**src/rtl/delay_timer_arbiter.sv**
```systemverilog
// delay_timer_arbiter: round-robin sharing of one delay counter among NREQ requesters
module delay_timer_arbiter #(
  parameter int NREQ = 4,
  parameter int SIZE = 8
) (
  input  logic                 clk,
  input  logic                 n_rst,
  input  logic [NREQ-1:0]      req,
  input  logic [NREQ*SIZE-1:0] req_delay,
  output logic [NREQ-1:0]      grant,
  output logic [NREQ-1:0]      done,
  output logic                 busy,
  output logic [SIZE-1:0]      count
);
  localparam int IW = (NREQ > 1) ? $clog2(NREQ) : 1;
  typedef enum logic [1:0] {IDLE, COUNT, DONE} state_t;
  state_t state, state_n;
  logic [IW-1:0] idx, idx_n, ptr, ptr_n, sel, idx_inc;
  logic [SIZE-1:0] dly, dly_n, count_n, count_inc;
  logic [SIZE-1:0] dl [NREQ];
  logic found;
  for (genvar g = 0; g < NREQ; g++) begin : g_slice
    assign dl[g] = req_delay[g*SIZE +: SIZE];
  end
  // scan from farthest to nearest offset so the nearest set bit at/after ptr wins
  always_comb begin
    sel = '0;
    found = 1'b0;
    for (int i = NREQ - 1; i >= 0; i--) begin
      if (req[IW'((int'(ptr) + i) % NREQ)]) begin
        found = 1'b1;
        sel = IW'((int'(ptr) + i) % NREQ);
      end
    end
  end
  assign idx_inc   = (idx == IW'(NREQ - 1)) ? '0 : idx + 1'b1;
  assign count_inc = count + 1'b1;
  always_comb begin
    state_n = state;
    idx_n   = idx;
    dly_n   = dly;
    ptr_n   = ptr;
    count_n = count;
    case (state)
      IDLE: if (found) begin
        state_n = COUNT;
        idx_n   = sel;
        dly_n   = (dl[sel] == '0) ? SIZE'(1) : dl[sel];
        count_n = '0;
      end
      COUNT: if (!req[idx]) begin
        state_n = IDLE;
        ptr_n   = idx_inc;
        count_n = '0;
      end else begin
        count_n = count_inc;
        state_n = (count_inc == dly) ? DONE : COUNT;
      end
      default: begin
        state_n = IDLE;
        ptr_n   = idx_inc;
        count_n = '0;
      end
    endcase
  end
  always_ff @(posedge clk or negedge n_rst) begin
    if (!n_rst) begin
      state <= IDLE;
      idx   <= '0;
      dly   <= '0;
      ptr   <= '0;
      count <= '0;
    end else begin
      state <= state_n;
      idx   <= idx_n;
      dly   <= dly_n;
      ptr   <= ptr_n;
      count <= count_n;
    end
  end
  always_comb begin
    grant = '0;
    done  = '0;
    if (state != IDLE) grant[idx] = 1'b1;
    if (state == DONE) done[idx] = 1'b1;
  end
  assign busy = (state != IDLE);
endmodule

```
**config.mk**
```make
export PLATFORM = sky130hd
export DESIGN_NAME = delay_timer_arbiter
export DESIGN_NICKNAME = d
export VERILOG_FILES = /design/src/rtl/delay_timer_arbiter.sv
export SDC_FILE = /design/constraint.sdc
export NUM_CORES = 1
export LEC_CHECK = 0
export CORE_ASPECT_RATIO = 0.5
export CORE_UTILIZATION = 28
export CTS_BUF_LIST = sky130_fd_sc_hd__clkbuf_8 sky130_fd_sc_hd__clkbuf_16
export DETAILED_ROUTE_END_ITERATION = 6
export PLACE_DENSITY = 0.57
export SLEW_MARGIN = 20
export SYNTH_ARGS = -nofsm -noshare
export SYNTH_HDL_FRONTEND = slang
export SYNTH_SLANG_ARGS = --single-unit
export TNS_END_PERCENT = 5
```
**constraint.sdc**
```tcl
create_clock -name clk -period 4.9 [get_ports clk]
set_clock_uncertainty 0.15 [all_clocks]
set_input_delay 1.47 -clock clk [delete_from_list [all_inputs] [get_ports clk]]
set_output_delay 1.47 -clock clk [all_outputs]
set_load 0.02 [all_outputs]
```
[Word level (Yosys, flattened, before mapping)]
Index checks and enable logic that the tools add are counted.
Storage, ports and cells
  register bits after elaboration: 22
  output and inout port bits: 17
  input port bits: 38
Operators by class
  magnitude comparators: 7
  reductions and logical operators: 6
  equality and inequality tests: 6
  bitwise gates (word level): 2
  $add $sub $neg: 5
  multiplexer cells: 40
Operators with widths (count)
  two-way mux 8 bit: 5
  two-way mux 2 bit: 9
  binary-select mux 8 bit (select 2 bit): 1
  less-than comparator 2 x 4 -> 1 bit (second input constant): 4
  one-hot mux 8 bit (2 select lines): 1
  two-way mux 1 bit: 14
  binary-select mux 1 bit (select 2 bit): 5
  adder 8 x 1 -> 8 bit (second input constant): 1
  == test 8 bit: 1
  zero test 8 bit: 1
  two-way mux 4 bit: 2
  one-hot mux 2 bit (2 select lines): 2
  adder 2 x 1 -> 2 bit (second input constant): 2
  adder 2 bit (second input constant): 2
  == test 2 bit (second input constant): 2
  != test 2 bit (second input constant): 2
  AND reduction 2 bit: 2
  >= comparator 3 bit (second input constant): 1
  less-than comparator 2 x 3 -> 1 bit (second input constant): 1
  NOT 2 -> 3 bit: 1
  demux 1 bit (select 2 bit): 1
  == test 2 x 1 -> 1 bit (second input constant): 1
  >= comparator 2 x 1 -> 1 bit (second input constant): 1
  zero test 2 bit: 1
  3 further kinds: 3

[Logic depth before layout (Yosys ltp)]
  word-level depth: 14
  gate-level depth with buffers: 9
  gate-level depth less buffers: 8

[Worst setup path after synthesis]
Ideal clock, no wire load.
  path type: input to register
  start: in req[3]
  end: reg dly[0]
  path slack: 1932 ps
  buffers on the path: 0
  stages on the path: 7
  library setup time: 77 ps
  arrival: 2741 ps
  path through: nand2b_1 -> a211o_1 -> a32oi_1 -> a22oi_1 -> nor4_2 -> a31oi_1 -> a21oi_1
On the way
  longest elaborated chain between the ends: 13
  elaborated cells between the ends (all ways): 27
  classes of those cells: 24 x mux; 1 x bitwise; 2 x reduce/logical
RTL lines
  start, declared: RTL line 8  | input logic [NREQ-1:0] req,
  binary-select mux 1 bit (select 2 bit): RTL line 30  | if (req[IW'((int'(ptr) + i) % NREQ)]) begin
  two-way mux 1 bit (implied by the code) (2 in series): RTL line 30
  two-way mux 2 bit (4 in series): RTL line 30
  NOT 2 -> 3 bit (implied by the code): RTL line 48  | dly_n = (dl[sel] == '0) ? SIZE'(1) : dl[sel];
  binary-select mux 8 bit (select 2 bit): RTL line 48
  two-way mux 8 bit (implied by the code) (2 in series): RTL line 48
  zero test 8 bit: RTL line 48
  two-way mux 8 bit: RTL line 48
  end signal, assigned: RTL line 76  | dly <= dly_n;
  end, declared: RTL line 19  | logic [SIZE-1:0] dly, dly_n, count_n, count_inc;
Several ways; a longest one is shown, not always the timed one. The select of a mux whose other input is x is not followed.
A chain may end at the register's enable or synchronous reset.

[Final worst setup path]
  start: in req[2]
  end: reg dly[0]
The elaborated chain is that of the path after synthesis.

==> results.yml <==
detailed_routing:
  drt_wl_total_mm: 4.48
  drt_iter0_drc: 69
  routedWlPerCell_um: 13.9
  antenna_left: 0
  first_pass_iters: 4
  avgViaCountPerCell: 5.04
  drc: 0
  vias: 1623
clock_tree:
  hold_buffers: 0
  cts_resized: 0
  cts-buffers-inserted: 3
  cts_sinks: 22
  cts_root_buf: "clkbuf_16"
  htreeDepth: 1
  path_clk_slew_ns: 0.06
  cts_max_path_buffers: 2
  clk_latency_ns: 0.25
  cts_tree: "yes"
  cts_setup_buffers: 0
pwr:
  leakagePower_nw: 0.976
  vdd_drop_max_v: 0.000166
  power_density_mw_per_mm2: 494
  power_w: 0.00118
yosys:
  synth-simple-area-share_pct: 22.9
  ys_ff_latch: 22
  synth.top_cell.area_share_pct: 32.3
  seq_area_frac_synth_pct: 32.3
  synth_top_family_by_area: "compound AO/OA/AOI/OAI gates"
  synthDistinctLibCells: 42
  synthArstFlopShare_pct: 100
  syn_area_mm2: 0.00171
  yosys_warnings: 0
  synth_compound_area_share_pct: 23.8
  synth_edf_count: 0
  synthFlopType: "dfrtp_1"
  synthCells: 200
  synth_fa_ha_area_share_pct: 3.67
  synthTopCellsByArea: "dfrtp_1 32%, o21ai_0 8.5%, nand2_1 5.9%, mux2i_1 4.1%, ha_1 3.7%"
  synth.avg_cell_area_um2: 8.53
  syn_nets: 243
  yosysTopAreaCell: "dfrtp_1"
  synth_mux_area_share_pct: 6.89
  synth-xor-area-share_pct: 6.16
layout:
  fin_util_pct: 42.0
  area_delta_synth_final_pct: 39.7
  n_antenna_cell: 0
  fill_cells: 579
  drive_above_1_share_pct: 7.63
  fin_nets: 293
  layoutNonFillerInstCount: 322
floorplan:
  die_x_um: 112
  io_pins: 55
  dieHeight_um: 57.2
  fp.dieArea_mm2: 0.00643
  start_util_pct: 30.0
  coreArea_mm2: 0.00568
  num_rows: 19
global_route:
  grt_max_degree: 23
  grt_use_total_pct: 14.8
  overflow: 0
  grt_pass1_vias: 1546
  grt_pass1_wl_mm: 7.57
  antenna_found_initial: 0
setup_path:
  cp-start-kind: "input pin"
  end_kind: "register"
  critPathKind: "in -> reg"
  arrival_ns: 3.73
  critPathRequiredTime_ns: 4.85
  path_max_fanout: 13
sta:
  setup_viol: 0
  fin_setup_tns_ns: 0
  slew_headroom_pct: 47.6
  fmaxAchievable_mhz: 265
  fin_crit_sh_pct: 77.1
  worstMarginPinSlew_ns: 0.786
  finalCriticalPeriod_ns: 3.78
  rsz0062_at_grt: "no"
  finalMaxSlewViolations: 0
  timing_hold_violations_final: 0
place:
  port_buffers: 54
  place_congestion: 0.798
  dp.final_hpwl_mm: 3.51
  dpl.cell_count: 318
min_path:
  hp-class: "reg -> reg"
outcome:
  outcome: "finished clean"
run:
  drv_cap: 0
[layer usage]
| layer | routed length (um) | global-route usage (%) | share of wire, % | up-vias |
|---|---|---|---|---|
| li1 | - | - | - | 820 |
| met1 | 2360 | 21.4 | 53 | 770 |
| met2 | 1940 | 23.3 | 43 | 29 |
| met3 | 147 | 2.55 | 3.3 | 4 |
| met4 | 34 | 2.86 | 0.76 | 0 |
| met5 | 0 | 0 | 0 | - |
[synth_stat cells (all sizes together) (3+ instances only)]
master	instances
ha	5
nand2b	8
clkbuf	3
dfrtp	22
a311oi	6
xor2	5
mux2i	8
mux2	3
o21ai	32
a21oi	3
a32oi	6
inv	3
and3	5
nor2	16
a22oi	6
xnor2	7
nand2	27
and2	9
buf	7
[final timing paths]
check                      startpoint       end  slack [ns]  cells after the start
setup / recovery               req[2]    dly[0]        1.12                      8
hold / removal                 dly[7]    dly[7]        0.35                      2
setup reg to reg               ptr[1]    dly[0]        2.40                      7
hold reg to reg                dly[7]    dly[7]        0.35                      2
max in group asynchronous       n_rst    idx[0]        3.24                      1
min in group asynchronous       n_rst  count[6]        1.02                      1
[logic make-up after synthesis]
| family | after synthesis |
|---|---|
| AOI/OAI and AO/OA | 61 |
| muxes | 11 |
| and+or+nand+nor | 76 |
| xor gates and xnor gates | 12 |
| adders and majority gates | 5 |
| DFF | 22 |
| buffers and inverters | 13 |
[critical path, stage by stage]
cell,delay (ns)
clkdlybuf4s50_1,0.59
nand2_1,0.12
o2bb2ai_1,0.65
o21ai_0,0.22
a22oi_1,0.33
nor4_2,0.09
a31oi_1,0.18
a21oi_1,0.08
[cell usage in the layout, fill, tap and decap left out, types with 2 or more instances in the layout]
cell type,Yosys,final
nand3_1,2,2
o21ai_1,3,3
and2_1,9,9
xor2_1,5,5
a22oi_1,6,6
ha_1,5,5
and3_1,5,5
inv_1,3,3
mux2i_1,7,7
a21oi_1,3,3
a32oi_1,6,6
nand2b_1,7,7
or2_2,2,2
clkbuf_16,0,3
nor2b_1,2,2
clkdlybuf4s50_1,0,53
nor2_1,15,15
mux2_2,3,3
nand2_1,27,27
a311oi_1,5,5
o21ai_0,29,29
dfrtp_1,22,22
xnor2_1,7,7
[registers in the layout, summed over array words and instances (netlist names)]
| name | cells |
|---|---|
| count | 8 |
| dly | 8 |
| idx | 2 |
| ptr | 2 |
| state | 2 |
[power breakdown]
group / internal [W] / switching [W] / total [W]
Sequential: 0.000246 / 0.0000758 / 0.000322
Clock: 0.000162 / 0.0000656 / 0.000228
Combinational: 0.000294 / 0.000334 / 0.000629
[area by class of cell]
type,instances,area (um^2),area share [%]
clock buffers,3,75.1,3.15
clock inverters,1,30.0,1.26
inverters,3,11.3,0.472
multi-input cells,165,1080,45.4
flip-flops and latches,22,551,23.1
well taps,73,91.3,3.83
repair buffers,55,543,22.8
[per-stage QoR]
step	hold WS [ns]	area [um^2]	setup slack (ns)
final	0.351	2380	1.12
after global routing	0.372	2380	0.924
after detailed placement	0.341	2280	0.888
after CTS	0.356	2390	1.14
after floorplan	0.315	1710	1.93
after global placement	0.337	2280	1.01
No activity file was read; power rests on OpenSTA's default activity.
